$ cat config.mk
export PLATFORM = sky130hd
export DESIGN_NAME = instruction_fetch_queue
export DESIGN_NICKNAME = d
export VERILOG_FILES = /design/src/rtl/instruction_fetch_queue.sv
export SDC_FILE = /design/constraint.sdc
export NUM_CORES = 1
export LEC_CHECK = 0
export ABC_AREA = 1
export CORE_MARGIN = 2
export CORE_UTILIZATION = 51
export CTS_BUF_LIST = sky130_fd_sc_hd__clkbuf_4
export CTS_CLUSTER_DIAMETER = 30
export DETAILED_ROUTE_END_ITERATION = 8
export GPL_ROUTABILITY_DRIVEN = 1
export GPL_TIMING_DRIVEN = 1
export PLACE_DENSITY = 0.8
export SKIP_CTS_REPAIR_TIMING = 1
export SLEW_MARGIN = 10
export SYNTH_ARGS = -nofsm -noshare
export SYNTH_HDL_FRONTEND = slang
export SYNTH_SLANG_ARGS = --single-unit
export TNS_END_PERCENT = 10
$ cat constraint.sdc
create_clock -name clk -period 4.3 [get_ports clk]
set_clock_uncertainty 0.1 [all_clocks]
set_input_delay 0.86 -clock clk [delete_from_list [all_inputs] [get_ports clk]]
set_output_delay 0.86 -clock clk [all_outputs]
set_load 0.1 [all_outputs]
$ cat src/rtl/instruction_fetch_queue.sv
// Fetch stage: PC register, async instruction SRAM read, DEPTH-entry fetch FIFO to decode,
// branch/jump redirect with queue flush. Optional perf counters under `IF_PERF_CNT_EN.
module instruction_fetch_queue #(
  parameter int unsigned ADDR_W   = 32,
  parameter int unsigned DEPTH    = 4,
  parameter logic [ADDR_W-1:0] RESET_PC = ADDR_W'(32'h0040_0020)
) (
  input  logic                      clk,
  input  logic                      start_up,
  output logic [ADDR_W-1:0]         imem_addr,
  input  logic [31:0]               imem_rdata,
  input  logic                      redirect_valid,
  input  logic                      redirect_mode,
  input  logic [ADDR_W-1:0]         redirect_base,
  input  logic [25:0]               redirect_imm,
  output logic                      out_valid,
  input  logic                      out_ready,
  output logic [31:0]               out_instr,
  output logic [ADDR_W-1:0]         out_pc,
  output logic [ADDR_W-1:0]         pc_out,
  output logic [$clog2(DEPTH):0]    q_count
`ifdef IF_PERF_CNT_EN
  ,
  output logic [31:0]               perf_fetched,
  output logic [31:0]               perf_flushed,
  output logic [31:0]               perf_stall
`endif
);

  localparam int unsigned CNT_W = $clog2(DEPTH) + 1;
  localparam int unsigned PTR_W = (DEPTH > 1) ? $clog2(DEPTH) : 1;
  localparam logic [PTR_W-1:0] LAST_PTR = PTR_W'(DEPTH - 1);
  localparam logic [CNT_W-1:0] FULL_CNT = CNT_W'(DEPTH);

  logic [ADDR_W-1:0] pc;
  logic [31:0]       instr_mem [DEPTH];
  logic [ADDR_W-1:0] pc_mem    [DEPTH];
  logic [PTR_W-1:0]  wr_ptr;
  logic [PTR_W-1:0]  rd_ptr;
  logic [CNT_W-1:0]  count;

  logic              pop_c;
  logic              full_c;
  logic              enq_c;
  logic [CNT_W-1:0]  count_next_c;
  logic [ADDR_W-1:0] seq_c;
  logic [ADDR_W-1:0] br_off_c;
  logic [ADDR_W-1:0] br_target_c;
  logic [ADDR_W-1:0] jmp_target_c;
  logic [ADDR_W-1:0] target_c;

  assign imem_addr = pc;
  assign pc_out    = pc;
  assign q_count   = count;
  assign out_instr = instr_mem[rd_ptr];
  assign out_pc    = pc_mem[rd_ptr];

  // Redirect target arithmetic; the jump keeps the region bits above bit 27 of base+4.
  assign seq_c       = redirect_base + ADDR_W'(4);
  assign br_off_c    = {{(ADDR_W - 18){redirect_imm[15]}}, redirect_imm[15:0], 2'b00};
  assign br_target_c = seq_c + br_off_c;

  generate
    if (ADDR_W > 28) begin : g_jmp_region
      assign jmp_target_c = {seq_c[ADDR_W-1:28], redirect_imm, 2'b00};
    end else begin : g_jmp_flat
      assign jmp_target_c = {redirect_imm, 2'b00};
    end
  endgenerate

  // Handshake and occupancy bookkeeping.
  always_comb begin
    pop_c        = out_valid & out_ready;
    full_c       = (count == FULL_CNT);
    enq_c        = !start_up & !redirect_valid & (!full_c | pop_c);
    target_c     = redirect_mode ? jmp_target_c : br_target_c;
    count_next_c = count;
    case ({enq_c, pop_c})
      2'b10:   count_next_c = count + CNT_W'(1);
      2'b01:   count_next_c = count - CNT_W'(1);
      default: count_next_c = count;
    endcase
  end

  always_ff @(posedge clk) begin
    if (start_up) begin
      pc        <= RESET_PC;
      wr_ptr    <= '0;
      rd_ptr    <= '0;
      count     <= '0;
      out_valid <= 1'b0;
    end else if (redirect_valid) begin
      // Flush discards everything, including a head decode was about to take.
      pc        <= target_c;
      wr_ptr    <= '0;
      rd_ptr    <= '0;
      count     <= '0;
      out_valid <= 1'b0;
    end else begin
      if (enq_c) begin
        pc     <= pc + ADDR_W'(4);
        wr_ptr <= (wr_ptr == LAST_PTR) ? '0 : wr_ptr + PTR_W'(1);
      end
      if (pop_c) begin
        rd_ptr <= (rd_ptr == LAST_PTR) ? '0 : rd_ptr + PTR_W'(1);
      end
      count     <= count_next_c;
      out_valid <= (count_next_c != '0);
    end
  end

  // Queue storage needs no reset; occupancy gates visibility.
  always_ff @(posedge clk) begin
    if (enq_c) begin
      instr_mem[wr_ptr] <= imem_rdata;
      pc_mem[wr_ptr]    <= pc;
    end
  end

`ifdef IF_PERF_CNT_EN
  always_ff @(posedge clk) begin
    if (start_up) begin
      perf_fetched <= '0;
      perf_flushed <= '0;
      perf_stall   <= '0;
    end else begin
      if (enq_c) begin
        perf_fetched <= perf_fetched + 32'd1;
      end
      if (redirect_valid) begin
        perf_flushed <= perf_flushed + 32'(count);
      end
      if (full_c && !pop_c) begin
        perf_stall <= perf_stall + 32'd1;
      end
    end
  end
`endif

endmodule
==> out/metrics.csv, run 1 <==
metric,value,unit
synth_seq_area_share,56.3,%
finalCritPeriodShare,87.4,%
gp_congestion,0.949,
place_area,17800,sq um
synth_cell_types,50,
cap_violations,0,
synth_area_leaders,"edfxtp_1 (51%), nand2_1 (7.3%), o21ai_0 (6.1%)",
antenna_left,0,
die_w,176,microns
drc_errors,0,
core_area,29500,sq um
drv_slew,0,
grt_first_pass_wirelength,65300,microns
worst-setup-path-type,flop to output port,
htree_levels,3,
area.growth.synth_to_final,24.3,%
globalRouteMet3Util,4.57,%
ys_warn_count,0,
grt_pass1_vias,12600,
cp-end-kind,output port,
drtIter0Drc,1143,
r2r-start,imem_addr[2],
wl_per_cell,18.3,microns
relSlewSlack,29.2,%
clkLatencyLatePin,0.70,ns
p_leak,0.00736,uW
syn_area_per_cell,9.38,sq um
hold_violations,0,
p_per_area,391,nW/um^2
synth-async-reset-ratio,0,%
io_pins,227,
grt-ovfl-total,0,
crit_path_max_fanout,60,
antenna_found_initial,1,
synth_largest_area_cell,edfxtp_1,
tightest_slew,1.06,ns
fillers,2412,
num_rows,63,
io_buffers,226,
ys.flop_type,edfxtp_1,
irDropWorstVdd,0.186,mV
track_usage,27.1,%
dp_hpwl,30200,microns
first_pass_iters,6,
clockRootBuffer,clkbuf_4,
fin_util,63.9,%
clockBufferDepth,3,
wirelength,42600,microns
nets,2022,
syn_area,15200,sq um
die_h,176,microns
grt_max_degree,129,
critPathArrivalTime,2.80,ns
cts_sinks,298,
clk_pin_slew_worst_paths,0.06,ns
synthCells,1616,
drive_gt1_share,13.8,%
grt.met2_usage,46.1,%
min_path_type,flop to flop,
rsz0062_at_grt,no,
design_area,18800,sq um
grt_busiest_layer,met2,
finalCriticalPeriod,3.76,ns
synth_top_area_share,50.7,%
status,"finished, final reports clean",
vias,12800,
max_freq,266,MHz
critPathLaunchType,flop,
crit_required,3.34,ns
grt_use_met1,34.5,%
drt-vias-per-instance,5.48,
synth_nets,1754,
synth-seq-cells,298,
start_util,51.4,%
synth.most_common_cell,nand2_1,
setup_viol,0,
cts_tree,done,
die-area,31100,sq um
hp-start,rd_ptr[1],
cts_buffers,74,
synthTopCellsByCount,"nand2_1 (295), edfxtp_1 (256), nor2_1 (218), o21ai_0 (184), inv_1 (122)",
synth_edf_count,256,
where the power goes:
part	switching (uW)	internal, uW
clock network	1120	1260
registers	103	3230
logic	1220	437
total	2440	4930
routing by layer:
metal | vias up | wire, microns
met5 | - | 0
met4 | 0 | 1280
met3 | 88 | 3020
li1 | 6188 | -
met1 | 6014 | 17600
met2 | 514 | 20800
registers in the layout, summed over array words and instances, names as in the netlist, named ones only:
register and flops:
instr_mem 128, pc_mem 128, imem_addr 32, q_count 3
rd_ptr 2, wr_ptr 2, out_valid 1
worst paths after layout:
path         slack [ns]             to  depth (start not counted)
max                0.54  out_instr[29]                          5
min                0.40           flop                          2
max reg2reg        1.82  imem_addr[30]                          9
min reg2reg        0.40           flop                          2
worst max-delay path: stages, from the launching register on:
cell	delay, ns
dfxtp_4	0.38
clkinv_2	0.59
buf_4	0.48
o21ai_0	0.24
o22ai_1	0.11
buf_4	0.25
cell type report:
type | instances | area (sq um) | area share [%]
multi-input combinational | 1102 | 5710 | 30.3
antenna | 1 | 2.50 | 0.0133
sequential | 298 | 8530 | 45.3
clock inverter | 32 | 206 | 1.10
clock buffer | 104 | 781 | 4.15
tap | 390 | 488 | 2.59
timing repair buffer | 280 | 2630 | 14.0
inverter | 128 | 482 | 2.56
logic make-up after synthesis:
logic type	Yosys count	share of synthesized area [%]
buffers and inverters	216	6.23
and+or+nand+nor	657	18.4
DFF	298	56.3
AOI/OAI and AO/OA	357	12.9
muxes	1	0.0661
adders and majority gates	43	3.65
xor gates and xnor gates	44	2.54
stage by stage:
stage	hold slack, ns	total power (uW)	setup TNS, ns	setup slack, ns	std cells
after floorplan	0.381	4550	-119.58	-0.467	1616
after global placement	0.387	5030	0	0.170	2198
after detailed placement	0.394	5040	0	0.141	2198
after CTS	0.405	7420	0	0.515	2334
after global routing	0.440	7670	0	0.392	2335
final	0.402	7370	0	0.543	2335
layout by cell type, fill, tap and decap left out, drive strengths merged, types with 64 or more instances in the layout:
cell,Yosys,layout
clkdlybuf4s50,0,162
nand2,300,300
clkbuf,45,104
nand3,71,71
buf,43,118
edfxtp,256,256
nor2,226,226
inv,126,130
o22ai,64,64
a21oi,78,78
o21ai,184,184
Power figures use the tool's default switching activity.
==> run 2, diff against run 1 <==
Settings changed: CORE_MARGIN 2 to unset.
==> out/metrics.csv, run 2 (same netlist as run 1, synthesis figures left out) <==
metric,value,unit,change
setup_viol,0,,unchanged
finalCritPeriodShare,86.7,%,-0.65 points
grt_first_pass_wirelength,66600,microns,+2.0%
cts_tree,done,,
htree_levels,3,,unchanged
irDropWorstVdd,0.220,mV,+19%
status,"finished, final reports clean",,
drtIter0Drc,1026,,-10%
critPathArrivalTime,4.17,ns,+1.37 ns
rsz0062_at_grt,no,,
fillers,2251,,-6.7%
cts_buffers,75,,+1.4%
critPathLaunchType,input pin,,
drc_errors,0,,unchanged
antenna_found_initial,2,,+1
worst-setup-path-type,input pin to flop,,
placed_cells,2188,,-0.45%
dp_slack,0.0217,ns,-0.119 ns
layout_commonest_cell,nand2_1,,
nets,2019,,-0.15%
io_pins,227,,unchanged
core_area,28900,sq um,-1.9%
tightest_slew,1.06,ns,+0.00217 ns
grt_max_degree,129,,unchanged
crit_required,4.74,ns,+1.40 ns
r2r-start,imem_addr[2],,
cp-end-kind,flop,,
final_cell_mix,"nand2_1 (295), edfxtp_1 (256), nor2_1 (214)",,
die_w,174,microns,-1.1%
hold_violations,0,,unchanged
drv_slew,0,,unchanged
setup.worst_path.start,redirect_base[2],,
setup_slack,0.571,ns,+0.0278 ns
p_leak,0.00739,uW,+0.45%
vias,12800,,+0.13%
area.growth.synth_to_final,24.8,%,
antenna_left,0,,unchanged
track_usage,28.2,%,+1.1 points
hp-start,rd_ptr[1],,
cap_violations,0,,unchanged
gp_congestion,0.910,,-4.2%
wirelength,43000,microns,+0.76%
clkLatencyLatePin,0.71,ns,about the same
finalNonFillerCells,2329,,-0.26%
finalCriticalPeriod,3.73,ns,-0.0278 ns
grt_pass1_vias,12600,,-0.27%
die-area,30400,sq um,-2.3%
grt-ovfl-total,0,,unchanged
die_h,174,microns,-1.1%
drt-vias-per-instance,5.50,,+0.39%
dp_hpwl,30400,microns,+0.55%
first_pass_iters,5,,-1
relSlewSlack,29.1,%,-0.15 points
tns,0,ns,unchanged
clk_pin_slew_worst_paths,0.07,ns,about the same
drive_gt1_share,13.9,%,+0.059 points
io_buffers,226,,unchanged
num_rows,62,,-1.6%
cts_sinks,298,,unchanged
start_util,52.4,%,+0.97 points
clockBufferDepth,3,,unchanged
max_freq,268,MHz,+0.75%
clockRootBuffer,clkbuf_4,,
p_per_area,402,nW/um^2,+2.9%
crit_path_max_fanout,4,,-93%
min_path_type,flop to flop,,
wl_per_cell,18.4,microns,+1.0%
[run 2: cell types whose count changed in the layout (fill, tap and decap cells not counted), sizes merged]
cell	change
buf	-4
bufinv	+3
clkbuf	+2
clkinv	-1
diode	+1
inv	-1
[run 2: power breakdown]
part | internal [uW] | switching [uW] | leakage, uW
Clock | 1470 | 1160 | 0.000623
Combinational | 436 | 1220 | 0.00408
Sequential | 3230 | 102 | 0.00269
Total | 5130 | 2480 | 0.00739
[run 2: metrics by stage]
step | utilization (%) | total power, uW | hold WS, ns | cell area (sq um)
after floorplan | - | 4550 | 0.381 | 15200
after global placement | 61.6 | 5020 | 0.388 | 17800
after detailed placement | 61.6 | 5040 | 0.397 | 17800
after CTS | 65.3 | 7650 | 0.411 | 18900
after global routing | 65.3 | 7900 | 0.437 | 18900
final | 65.4 | 7610 | 0.418 | 18900
[run 2: path summary, 6_finish.rpt]
check | endpoint | slack [ns] | cells after the start
hold / removal | flop | 0.42 | 2
hold reg to reg | flop | 0.42 | 2
setup reg to reg | imem_addr[30] | 1.83 | 9
setup / recovery | imem_addr[24] | 0.57 | 15
[run 2: final cells by class]
| class | count | area, sq um | area share (%) |
|---|---|---|---|
| flip-flops and latches | 298 | 8530 | 45.1 |
| diodes | 2 | 5.00 | 0.0265 |
| clock inverters | 33 | 288 | 1.52 |
| well taps | 384 | 480 | 2.54 |
| multi-input cells | 1102 | 5710 | 30.2 |
| clock buffers | 106 | 796 | 4.21 |
| repair buffers | 276 | 2620 | 13.8 |
| inverters | 128 | 482 | 2.55 |
[run 2: routing by layer]
metal / wire length, microns / track usage, % / up-vias / part of all wire [%]
met5: 0 / 0 / - / 0
met4: 1390 / 10.8 / 0 / 3.2
met3: 3400 / 4.99 / 96 / 7.9
met2: 20800 / 47.5 / 553 / 48
met1: 17400 / 36.1 / 5990 / 41
li1: - / - / 6182 / -
[run 2: worst max-delay path, stage by stage]
cell	delay [ns]
clkdlybuf4s50_1	0.53
ha_1	0.18
nand3_1	0.14
or2_1	0.30
nor3_2	0.23
nand4_1	0.20
xor2_1	0.19
ha_1	0.34
nand2_1	0.09
buf_4	0.16
o21ai_0	0.33
a21oi_1	0.11
nand3b_1	0.11
nand3_1	0.15
a21oi_1	0.26
==> run 3, diff against run 2 <==
Settings changed: CORE_UTILIZATION 51 to 35, CTS_CLUSTER_DIAMETER 30 to unset, PLACE_DENSITY 0.8 to 0.59, SETUP_SLACK_MARGIN set to 0.15.
==> out/metrics.csv, run 3 (same netlist as run 1, synthesis figures left out) <==
metric,value,unit,change
antenna_found_initial,1,,-1
relSlewSlack,26.3,%,-2.7 points
wirelength,45200,microns,+5.2%
drt-vias-per-instance,4.98,,-9.5%
cts_buffers,76,,+1.3%
final_cell_mix,"nand2_1 (295), edfxtp_1 (256), nor2_1 (214)",,
antenna_left,0,,unchanged
crit_required,4.79,ns,+0.05 ns
track_usage,20.2,%,-8.0 points
io_pins,227,,unchanged
htree_levels,3,,unchanged
irDropWorstVdd,0.125,mV,-43%
nets,2023,,+0.20%
worst_hold_slack,0.414,ns,-0.00360 ns
tightest_slew,1.10,ns,+0.0411 ns
die_w,210,microns,+20%
fin_util,44.8,%,-21 points
drc_errors,0,,unchanged
placed_cells,2384,,+9.0%
p_leak,0.00733,uW,-0.86%
wl_per_cell,18.0,microns,-2.6%
crit_path_max_fanout,5,,+1
dp_hpwl,31100,microns,+2.6%
io_buffers,226,,unchanged
finalCriticalPeriod,3.68,ns,-0.0491 ns
first_pass_iters,5,,unchanged
layout_commonest_cell,nand2_1,,
clockBufferDepth,3,,unchanged
gp_congestion,0.914,,+0.42%
drv_slew,0,,unchanged
setup_viol,0,,unchanged
hold_violations,0,,unchanged
p_per_area,387,nW/um^2,-3.9%
die-area,44100,sq um,+45%
p_total,7340,uW,-3.6%
area.growth.synth_to_final,25.2,%,
start_util,35.8,%,-17 points
finalNonFillerCells,2517,,+8.1%
rsz0062_at_grt,no,,
grt-ovfl-total,0,,unchanged
max_freq,272,MHz,+1.3%
cap_violations,0,,unchanged
clkLatencyLatePin,0.69,ns,-0.02 ns
slowest_stage,clkdlybuf4s50_1,,
finalCritPeriodShare,85.6,%,-1.1 points
vias,12500,,-2.2%
core_area,42300,sq um,+46%
min_path_type,flop to flop,,
grt_max_degree,129,,unchanged
crit_chain,"clkdlybuf4s50_1, ha_1, nand3_1, buf_4, nor4_2, buf_4, xor2_1, inv_1, ha_1, nand2_1, nor2_1, inv_1, nor2_1, nand2_1, nand2_1, nand2_1, nand2_1, xor2_1, nand2_1, a21oi_1",,
num_rows,75,,+21%
cts_tree,done,,
clockRootBuffer,clkbuf_4,,
drive_gt1_share,13.9,%,+0.029 points
cpPeakStageDelay,0.51,ns,-0.02 ns
path_common_cell,nand2_1,,
grt_pass1_vias,12200,,-2.9%
critPathLaunchType,input pin,,
worst-setup-path-type,input pin to flop,,
cts_sinks,298,,unchanged
status,"finished, final reports clean",,
clk_pin_slew_worst_paths,0.07,ns,about the same
grt_first_pass_wirelength,68500,microns,+2.8%
die_h,210,microns,+20%
drtIter0Drc,764,,-26%
cp-end-kind,flop,,
critPathArrivalTime,4.17,ns,about the same
-- run 3: critical path: cells and delay by family --
kind	cells	cell delay (ns)
buffers and inverters	5	1.03
AOI/OAI and AO/OA	1	0.13
adders and majority gates	2	0.53
and+or+nand+nor	10	1.25
xor gates and xnor gates	2	0.37
-- run 3: metal layers --
metal	wire, microns	global-route usage [%]	up-vias
met3	2590	3.37	70
met1	20200	26.7	5916
li1	-	-	6182
met2	21200	33.0	373
met4	1200	7.83	0
met5	0	0	-
-- run 3: layout make-up --
cell class / instances / area [sq um]
Inverter: 128 / 483
Timing Repair Buffer: 279 / 2570
Tap cell: 577 / 722
Fill cell: 4133 / 23300
Antenna cell: 1 / 2.50
Multi-Input combinational cell: 1102 / 5710
Clock buffer: 113 / 848
Clock inverter: 19 / 101
Sequential cell: 298 / 8530
-- run 3: through the flow --
| step | worst slack, ns | TNS (ns) | area [sq um] |
|---|---|---|---|
| 2_1_floorplan | -0.467 | -119.58 | 15200 |
| 3_3_place_gp | -0.0763 | -0.0763 | 18000 |
| 3_5_place_dp | -0.0321 | -0.0321 | 18000 |
| 4_1_cts | 0.639 | 0 | 19000 |
| 5_1_grt | 0.378 | 0 | 19000 |
| 6_report | 0.620 | 0 | 19000 |
-- run 3: report_power, final --
part           total [uW]  switching (uW)  internal (uW)
sequential           3330            96.5           3230
clock                2350            1090           1260
combinational        1660            1230            432
total                7340            2420           4920
-- run 3: worst paths after layout --
kind / startpoint / depth (start not counted) / slack, ns / end
max: redirect_base[3] / 20 / 0.62 / imem_addr[23]
min: rd_ptr[1] / 2 / 0.41 / flop
max reg2reg: imem_addr[2] / 9 / 1.89 / imem_addr[30]
min reg2reg: rd_ptr[1] / 2 / 0.41 / flop
